==> src/rtl/car_alarm_siren_ctrl_if.sv <==
// Signal bundle between the alarm sequencer and its driver/monitor side:
// arm/disarm/alarm requests in, state and siren/horn/LED drive out.
interface car_alarm_siren_ctrl_if;
    logic       alarm_in;
    logic       arm;
    logic       disarm;
    logic [2:0] state;
    logic       armed_led;
    logic       siren;
    logic       horn;
    logic [3:0] trigger_count;

    modport master (
        output alarm_in, arm, disarm,
        input  state, armed_led, siren, horn, trigger_count
    );

    modport slave (
        input  alarm_in, arm, disarm,
        output state, armed_led, siren, horn, trigger_count
    );
endinterface

==> src/rtl/car_alarm_siren_ctrl.sv <==
// Car alarm response sequencer: exit delay, entry delay, timed siren with
// pulsed horn and a saturating count of siren entries since the last arm.
module car_alarm_siren_ctrl #(
    parameter int unsigned EXIT_DELAY  = 16,
    parameter int unsigned ENTRY_DELAY = 8,
    parameter int unsigned SIREN_TIME  = 32,
    parameter int unsigned HORN_HALF   = 2,
    parameter int unsigned CNT_W       = 8
) (
    input logic                   clk,
    input logic                   rst_n,
    car_alarm_siren_ctrl_if.slave bus
);

    typedef enum logic [2:0] {
        DISARMED = 3'd0,
        ARMING   = 3'd1,
        ARMED    = 3'd2,
        ENTRY    = 3'd3,
        SIREN    = 3'd4
    } stateT;

    // Counters hold "cycles remaining - 1", so a parameter of 2^CNT_W still fits.
    localparam logic [CNT_W-1:0] EXIT_LOAD  = CNT_W'(EXIT_DELAY - 1);
    localparam logic [CNT_W-1:0] ENTRY_LOAD = CNT_W'(ENTRY_DELAY - 1);
    localparam logic [CNT_W-1:0] SIREN_LOAD = CNT_W'(SIREN_TIME - 1);
    localparam logic [CNT_W-1:0] HORN_LAST  = CNT_W'(HORN_HALF - 1);

    stateT            stateQ;
    logic [CNT_W-1:0] delayCnt;
    logic [CNT_W-1:0] hornCnt;
    logic             hornQ;
    logic [3:0]       trigCnt;

    always_ff @(posedge clk) begin
        if (!rst_n) begin
            stateQ   <= DISARMED;
            delayCnt <= '0;
            hornCnt  <= '0;
            hornQ    <= 1'b0;
            trigCnt  <= '0;
        end else if (bus.disarm) begin
            stateQ   <= DISARMED;
            delayCnt <= '0;
            hornCnt  <= '0;
            hornQ    <= 1'b0;
        end else begin
            case (stateQ)
                DISARMED: begin
                    if (bus.arm) begin
                        stateQ   <= ARMING;
                        delayCnt <= EXIT_LOAD;
                        trigCnt  <= '0;
                    end
                end
                ARMING: begin
                    if (delayCnt == '0) stateQ <= ARMED;
                    else                delayCnt <= delayCnt - 1'b1;
                end
                ARMED: begin
                    if (bus.alarm_in) begin
                        stateQ   <= ENTRY;
                        delayCnt <= ENTRY_LOAD;
                    end
                end
                ENTRY: begin
                    if (delayCnt == '0) begin
                        stateQ   <= SIREN;
                        delayCnt <= SIREN_LOAD;
                        hornCnt  <= '0;
                        hornQ    <= 1'b1;
                        if (trigCnt != 4'hF) trigCnt <= trigCnt + 4'd1;
                    end else begin
                        delayCnt <= delayCnt - 1'b1;
                    end
                end
                SIREN: begin
                    if (delayCnt == '0) begin
                        stateQ  <= ARMED;
                        hornCnt <= '0;
                        hornQ   <= 1'b0;
                    end else begin
                        delayCnt <= delayCnt - 1'b1;
                        if (hornCnt == HORN_LAST) begin
                            hornCnt <= '0;
                            hornQ   <= ~hornQ;
                        end else begin
                            hornCnt <= hornCnt + 1'b1;
                        end
                    end
                end
                default: begin
                    stateQ   <= DISARMED;
                    delayCnt <= '0;
                    hornCnt  <= '0;
                    hornQ    <= 1'b0;
                end
            endcase
        end
    end

    // Pure decodes of the state register; no input reaches an output combinationally.
    assign bus.state         = stateQ;
    assign bus.armed_led     = (stateQ == ARMED) || (stateQ == ENTRY) || (stateQ == SIREN);
    assign bus.siren         = (stateQ == SIREN);
    assign bus.horn          = hornQ;
    assign bus.trigger_count = trigCnt;

endmodule

==> src/flat_wrapper.sv <==
// flat-port wrapper written by rule: the top's interface ports become plain ports
module car_alarm_siren_ctrl_flat 
#(
    parameter int unsigned EXIT_DELAY  = 16,
    parameter int unsigned ENTRY_DELAY = 8,
    parameter int unsigned SIREN_TIME  = 32,
    parameter int unsigned HORN_HALF   = 2,
    parameter int unsigned CNT_W       = 8
)
  (clk, rst_n, bus_alarm_in, bus_arm, bus_disarm, bus_state, bus_armed_led, bus_siren, bus_horn, bus_trigger_count);
  car_alarm_siren_ctrl_if bus_i ();
  input logic clk;
  input logic rst_n;
  input wire logic [$bits(bus_i.alarm_in)-1:0] bus_alarm_in;
  input wire logic [$bits(bus_i.arm)-1:0] bus_arm;
  input wire logic [$bits(bus_i.disarm)-1:0] bus_disarm;
  output wire logic [$bits(bus_i.state)-1:0] bus_state;
  output wire logic [$bits(bus_i.armed_led)-1:0] bus_armed_led;
  output wire logic [$bits(bus_i.siren)-1:0] bus_siren;
  output wire logic [$bits(bus_i.horn)-1:0] bus_horn;
  output wire logic [$bits(bus_i.trigger_count)-1:0] bus_trigger_count;
  assign bus_i.alarm_in = bus_alarm_in;
  assign bus_i.arm = bus_arm;
  assign bus_i.disarm = bus_disarm;
  assign bus_state = bus_i.state;
  assign bus_armed_led = bus_i.armed_led;
  assign bus_siren = bus_i.siren;
  assign bus_horn = bus_i.horn;
  assign bus_trigger_count = bus_i.trigger_count;
  car_alarm_siren_ctrl #(.EXIT_DELAY(EXIT_DELAY), .ENTRY_DELAY(ENTRY_DELAY), .SIREN_TIME(SIREN_TIME), .HORN_HALF(HORN_HALF), .CNT_W(CNT_W)) u_core (.clk(clk), .rst_n(rst_n), .bus(bus_i));
endmodule
==> config.mk <==
export PLATFORM = sky130hd
export DESIGN_NAME = car_alarm_siren_ctrl_flat
export DESIGN_NICKNAME = d
export VERILOG_FILES = /design/src/rtl/car_alarm_siren_ctrl_if.sv /design/src/rtl/car_alarm_siren_ctrl.sv /design/src/flat_wrapper.sv
export SDC_FILE = /design/constraint.sdc
export NUM_CORES = 1
export LEC_CHECK = 0
export ABC_AREA = 1
export BUFFER_PORTS_ARGS = -buffer_cell sky130_fd_sc_hd__buf_2
export CAP_MARGIN = 10
export CORE_ASPECT_RATIO = 1.4
export CORE_MARGIN = 5
export CORE_UTILIZATION = 52
export DETAILED_ROUTE_END_ITERATION = 6
export GPL_ROUTABILITY_DRIVEN = 0
export PLACE_DENSITY = 0.74
export SETUP_SLACK_MARGIN = 0.05
export SYNTH_ARGS = -nofsm -noshare
export SYNTH_HDL_FRONTEND = slang
export SYNTH_SLANG_ARGS = --single-unit
==> constraint.sdc <==
create_clock -name clk -period 1.34 [get_ports clk]
set_input_delay 0.067 -clock clk [delete_from_list [all_inputs] [get_ports clk]]
set_output_delay 0.067 -clock clk [all_outputs]
set_load 0.03 [all_outputs]
==> results.md, run 1 <==
- Wirelength, routed: 4.39 mm
- Clock skew: 7.70 ps
- Finish-stage setup viols: 22
- IR drop worst, VDD: 0.644 mV
- Sequential fraction of the synthesis area: 31.8%
- Status: finished with violations
- # DRC: 0
- HPWL after DPL: 2.84 mm
- Worst-path clk slew: 90 ps
- CP endpoint: u_core.bus.trigger_count[2]
- Final ANT Viol Nets: 0
- Worst-Margin Slew: 526 ps
- Syn Area/Cell: 6.18 um^2
- Reg2reg setup slack: -50 ps
- WS Path Type: register to register
- CP Launch Type: register
- Area after DPL: 0.00186 mm^2
- Max-slew violations: 0
- Sink Count: 24
- FF+latch area: 497 um^2
- RSZ-0062 raised after global routing: true
- N_diodes: 0
- Vias in the first global route: 1697
- Layout cells sized above 1: 40.2%
- Kind of end point of the critical path: register
- CTS Root Cell: clkbuf_8
- Vias per inst: 5.20
- Ys Warns: 0
- Gate Count Post-Synth: 244
- Grt total ovfl: 0
- Synthesized area: 0.00151 mm^2
- Max cap viols: 0
- Reg2Reg Depth: 10
- Die H: 73.7 um
- IO Count: 15
- Multi-input gate area: 0.00109 mm^2
- Starting density of the core: 53.5%
- Final Hold Viols: 0
- Die Span X: 55.5 um
- Violated checks: setup timing
- Cts bufs inserted: 3
- First-pass GRT wire length: 7.16 mm
- Core Box Area: 0.00282 mm^2
- Critical Path RT: 1560 ps
- Power per Cell Area: 886 mW/mm^2
- FILL cells: 215
- Leakage: 0.963 nW
- Starting DRT DRC Count: 48
- Die ar.: 0.00409 mm^2
- Worst flop-to-flop path startpoint: u_core.delayCnt[0]
- Gr usage total: 21.7%
- Clock Latency Late Sink: 270 ps
- Post-synthesis cell type count: 22
- Hold-fix buffers, CTS: 0
- Layout net count: 306
- CTS tree: yes
- Design Area, Final: 0.00219 mm^2
- CP startpoint: u_core.delayCnt[0]
- Worst min path class: input port to register
- Share of the synthesized area in the top cell type: 31.8%
- Area grow syn2layout: 45.4%
- Final worst setup slack: -51.6 ps
- Via count: 1732
- Fin Setup TNS: -625 ps
- Final period util: 104%
- WL per Instance: 13.2 um
- Minimum clock period: 1390 ps
- Clk buf depth: 2
- IO buf count: 14
- # rows: 23
- Number of antenna violations at the first check in global routing: 0
- FF-to-FF End: u_core.bus.trigger_count[2]
- Syn nets: 253
- Worst rel slew slack: 64.9%
- First-pass iteration count of the detailed router: 5
- Fmax achieved: 0.719 GHz
- CTS H-tree lvls: 1
- Crit path arrival time: 1610 ps
- Area contributors post-synth: dfxtp_1, nand2_1, nor2_1, inv_1, a21oi_1
- Pin count of the biggest net entering global routing: 14
- Synthesized flop and latch total: 24
- Critical Path Fanout Max: 5
- Yosys top cell by area: dfxtp_1
==> registers in the layout, summed over array words and instances (netlist names) <==
| register | cells |
|---|---|
| u_core.hornCnt | 8 |
| u_core.bus.horn | 1 |
| u_core.bus.state | 3 |
| u_core.delayCnt | 8 |
| u_core.bus.trigger_count | 4 |
==> cell families (layout without fill, tap and decap cells) <==
| logic type | count (synthesis) | in the layout | share of synthesized area (%) |
|---|---|---|---|
| adders and majority gates | 4 | 4 | 3.32 |
| xor gates and xnor gates | 4 | 4 | 2.32 |
| DFF | 24 | 24 | 31.8 |
| and+or+nand+nor | 151 | 151 | 43.6 |
| AOI/OAI and AO/OA | 27 | 27 | 10.4 |
| buffers and inverters | 34 | 86 | 8.46 |
==> cells in the mapped netlist <==
library cell,number
nand2_1,72
nor2_1,37
inv_1,30
dfxtp_1,24
a21oi_1,20
nand3_1,19
nand4_1,7
ha_1,4
nand2_2,4
nor2_2,4
inv_2,3
nand3b_1,3
nor3_1,3
o21bai_1,3
xnor2_1,3
o21ai_0,2
a21oi_4,1
clkbuf_1,1
nand2_4,1
nor2_4,1
o2111ai_1,1
xor2_1,1
==> worst min path at each step <==
stage | cells after the start | endpoint | startpoint
floorplan | 2 | u_core.bus.trigger_count[0] | rst_n
global placement | 3 | u_core.bus.trigger_count[3] | rst_n
detailed placement | 3 | u_core.bus.trigger_count[3] | rst_n
CTS | 3 | u_core.bus.trigger_count[3] | rst_n
global route | 3 | u_core.bus.trigger_count[0] | rst_n
finish | 3 | u_core.bus.trigger_count[0] | rst_n
==> cell usage in the layout (no fill, tap or decap), types with 4 or more instances in the layout <==
| master | n |
|---|---|
| inv_2 | 5 |
| buf_2 | 12 |
| buf_6 | 7 |
| nand3_1 | 13 |
| dfxtp_2 | 4 |
| nand2_2 | 17 |
| a21oi_1 | 11 |
| buf_4 | 29 |
| inv_1 | 25 |
| a21oi_2 | 9 |
| nand3_2 | 6 |
| nand4_1 | 7 |
| nand2_1 | 57 |
| dfxtp_1 | 17 |
| nor2_4 | 10 |
| nor2_2 | 5 |
| nor2_1 | 27 |
==> where the power goes <==
part | total, W | switching [W] | internal, W
logic | 0.000718 | 0.000400 | 0.000319
clock network | 0.000461 | 0.000248 | 0.000213
registers | 0.000765 | 0.0000259 | 0.000739
total | 0.00194 | 0.000673 | 0.00127
==> repair_timing <==
item,in CTS,in global routing
gates resized for setup,31,33
pin swaps,10,11
setup buffers,6,4
endpoints found under the setup margin,26,25
cloned,0,0
==> cell type report <==
class / count / area share (%)
multi-input cells: 186 / 49.9
flip-flops and latches: 24 / 22.6
repair buffers: 49 / 17.2
inverters: 33 / 6.10
well taps: 37 / 2.11
clock buffers: 4 / 2.05
==> per-stage QoR <==
step / power, W / utilization [%] / hold slack (ps) / std cells / setup slack (ps)
floorplan: 0.00112 / - / 200 / 244 / 18.7
global placement: 0.00130 / 66.0 / 353 / 319 / -65.2
detailed placement: 0.00131 / 66.0 / 361 / 319 / -94.2
CTS: 0.00185 / 72.9 / 67.3 / 329 / -78.8
global route: 0.00206 / 77.8 / 87.3 / 333 / -171
finish: 0.00194 / 77.8 / 87.5 / 333 / -51.6
==> critical path: stages (launching register included) <==
cell and delay (ps):
dfxtp_2 330, inv_2 70, ha_4 150, nand2_4 50, nor2_4 130, buf_6 130
nor2_4 50, inv_4 90, buf_6 110, nand3_2 80, a21oi_2 140
==> metal layers <==
metal,global-route usage (%),routed length [um],up-vias
met3,2.11,128,17
li1,-,-,881
met5,0,0,-
met4,13.8,165,0
met2,41.3,2310,49
met1,22.6,1780,785
Note: power is estimated with default switching activity, not from simulation.
==> inputs of run 2 (changes only) <==
Settings changed: ABC_AREA 1 to default, CAP_MARGIN 10 to 5.
==> run 2 against run 1 <==
Effect of this change: the flow still finishes with violations (setup timing); sequential power fell by 2%; clock-buffer cell count fell by 1; final cell count fell by 12%; synthesized cell count fell by 23%; largest cell class unchanged; die area rose by 2.4%; core utilization rose by 7.1 points; sequential cell count did not move; fmax fell by 28%; critical path depth fell by 4; final area rose by 11%.
==> results.md, run 2 <==
- Layout net count: 266
- Via count: 1977
- CP max-delay cell: or4b_4
- Switch share: 29.0%
- Clock skew: 6.97 ps
- IO buf count: 14
- CTS Root Cell: clkbuf_8
- CTS H-tree lvls: 1
- Clock group share of total power: 33.6%
- Gate Count Post-Synth: 187
- Most used DFF post-synth: dfxtp_1
- Starting DRT DRC Count: 112
- Grt total ovfl: 0
- Worst flop-to-flop path startpoint: u_core.delayCnt[1]
- Core Box Area: 0.00288 mm^2
- Part of the power in registers: 38.4%
- Max cap viols: 0
- Switching pwr: 0.000565 W
- IO Count: 15
- Clk buf depth: 2
- Critical Path Fanout Max: 7
- Starting density of the core: 54.0%
- Delay-heaviest family, CP: simple AND/OR/NAND/NOR gates
- Die ar.: 0.00419 mm^2
- Vias in the first global route: 1909
- # rows: 23
- Ys Warns: 0
- Critical Path RT: 1560 ps
- Minimum clock period: 1920 ps
- Crit path arrival time: 2140 ps
- Comb pwr share: 28.0%
- Post-synth EDFFs: 0
- Pint: 0.00139 W
- Synthesized area: 0.00155 mm^2
- Fin Setup TNS: -11640 ps
- Layout cells sized above 1: 49.6%
- Crit-path cells: inv_2, ha_4, or4b_4, or4_4, nand4_1, o2111a_1
- Finish-stage setup viols: 26
- # DRC: 0
- N_diodes: 0
- Hold_sp: rst_n
- Clock Latency Late Sink: 280 ps
- Most common cell in the netlist: dfxtp_1
- WL per Instance: 20.1 um
- Leakage: 0.980 nW
- Synthesized flop and latch total: 24
- Hold depth: 3
- Inst Count DP: 282
- Number of antenna violations at the first check in global routing: 0
- Sink Count: 24
- Vias per inst: 6.75
- Final Core Density: 84.9%
- Yosys top cell by area: dfxtp_1
- CP startpoint: u_core.delayCnt[1]
- Commonest non-fill, non-tap cell in the layout: buf_4
- Die H: 74.7 um
- Wirelength, routed: 5.90 mm
- HPWL after DPL: 3.53 mm
- Cts bufs inserted: 3
- CP Launch Type: register
- Fmax achieved: 0.521 GHz
- Pre-CTS setup slack: -602 ps
- Sequential fraction of the synthesis area: 30.9%
- Pin count of the biggest net entering global routing: 16
- Worst path bufs/invs: 1
- Final worst setup slack: -580 ps
- First-pass iteration count of the detailed router: 5
- Worst-path clk slew: 90 ps
- Reg2Reg Depth: 6
- Syn nets: 196
- Status: finished with violations
- Multi-input gate area: 0.00118 mm^2
- Crit path largest cell delay: 540 ps
- Gr usage total: 25.1%
- Reg2reg setup slack: -580 ps
- Worst min path class: input port to register
- IR drop worst, VDD: 0.729 mV
- RSZ-0062 raised after global routing: true
- Area grow syn2layout: 57.3%
- WS Path Type: register to register
- Worst rel slew slack: 72.4%
- Violated checks: setup timing
- Post-synthesis cell type count: 55
- Kind of end point of the critical path: register
- Share of the synthesized area in the top cell type: 30.9%
- Hold Path Sink: u_core.bus.state[2]
- Non-Filler Instances: 293
- FF-to-FF End: u_core.delayCnt[0]
- Worst hold slack: 165 ps
- Most frequent cells after synthesis: dfxtp_1, a21oi_1, nand2_1
- CTS tree: yes
- Final Hold Viols: 0
- Syn Area/Cell: 8.30 um^2
- FF+latch area: 497 um^2
- Area contributors post-synth: dfxtp_1, a21oi_1, o31ai_1, ha_1, nand2_1
- Die Span X: 56.2 um
- Share of flip-flops with an asynchronous set or reset: 0%
- Commonest non-fill, non-tap cells in the layout: buf_4, dfxtp_1, buf_2
- Worst-Margin Slew: 411 ps
- Final ANT Viol Nets: 0
- Power per Cell Area: 799 mW/mm^2
- First-pass GRT wire length: 8.54 mm
- Final period util: 143%
- Max-slew violations: 0
- FILL cells: 137
[run 2: cell types whose count changed in the layout (fill, tap and decap cells not counted), sizes merged, moves of 5 or more]
cell / before / now
and3: 0 / 5
buf: 49 / 76
nand3: 19 / 6
nor2: 42 / 6
o21ai: 2 / 9
nand2: 77 / 11
a21oi: 21 / 16
or4: 0 / 6
inv: 33 / 9
o31ai: 0 / 9
[run 2: logic make-up after synthesis]
logic type	after synthesis	synth area share [%]
AO/OA/AOI/OAI	62	28.2
AND/OR/NAND/NOR	72	29.3
flip-flops	24	30.9
adder cells (fa/ha/maj)	4	3.22
XOR/XNOR	4	2.26
multiplexers	1	0.725
buffers and inverters	20	5.40
[run 2: cell type report]
class                   instances  area share (%)
multi-input cells             143            48.3
repair buffers                 76            25.2
flip-flops and latches         24            20.3
well taps                      37            1.90
clock buffers                   3            1.69
inverters                       9            1.38
clock inverters                 1            1.23
[run 2: per-stage QoR]
| step | area (um^2) | power (W) |
|---|---|---|
| floorplan | 1620 | 0.00101 |
| global placement | 2090 | 0.00118 |
| detailed placement | 2090 | 0.00119 |
| CTS | 2310 | 0.00188 |
| global route | 2440 | 0.00201 |
| finish | 2440 | 0.00195 |
[run 2: worst min-delay path, delay by kind of cell]
family                 cells  cell delay, ps
AOI/OAI and AO/OA          1              50
and+or+nand+nor            1             180
buffers and inverters      1             110
[run 2: power groups by stage]
stage / clock network [W] / logic [W] / registers, W
5_1_grt: 0.000682 / 0.000576 / 0.000752
4_1_cts: 0.000649 / 0.000480 / 0.000751
3_5_place_dp: 0 / 0.000429 / 0.000765
6_report: 0.000656 / 0.000546 / 0.000750
2_1_floorplan: 0 / 0.000235 / 0.000778
3_3_place_gp: 0 / 0.000416 / 0.000763
[run 2: worst max path at each step]
| stage | to | depth (start not counted) |
|---|---|---|
| floorplan | u_core.delayCnt[0] | 7 |
| global placement | u_core.delayCnt[0] | 6 |
| detailed placement | u_core.bus.trigger_count[3] | 6 |
| CTS | u_core.delayCnt[2] | 6 |
| global route | u_core.delayCnt[6] | 6 |
| finish | u_core.delayCnt[0] | 6 |
[run 2: per-layer routing]
layer  part of all wire [%]  up-vias  wire (um)  global-route usage (%)
li1                       -      864          -                       -
met1                     36      942       2150                    28.1
met2                     51      134       3020                    48.5
met3                    7.2       37        425                    3.43
met4                    5.0        0        297                    8.97
met5                      0        -          0                       0
[run 2: what timing repair did]
action | in CTS | in global routing
gates resized for setup | 23 | 38
cloned | 0 | 1
buffers inserted | 7 | 1
hold buffers | 0 | 0
pin swaps | 7 | 10
setup endpoints to repair | 26 | 26
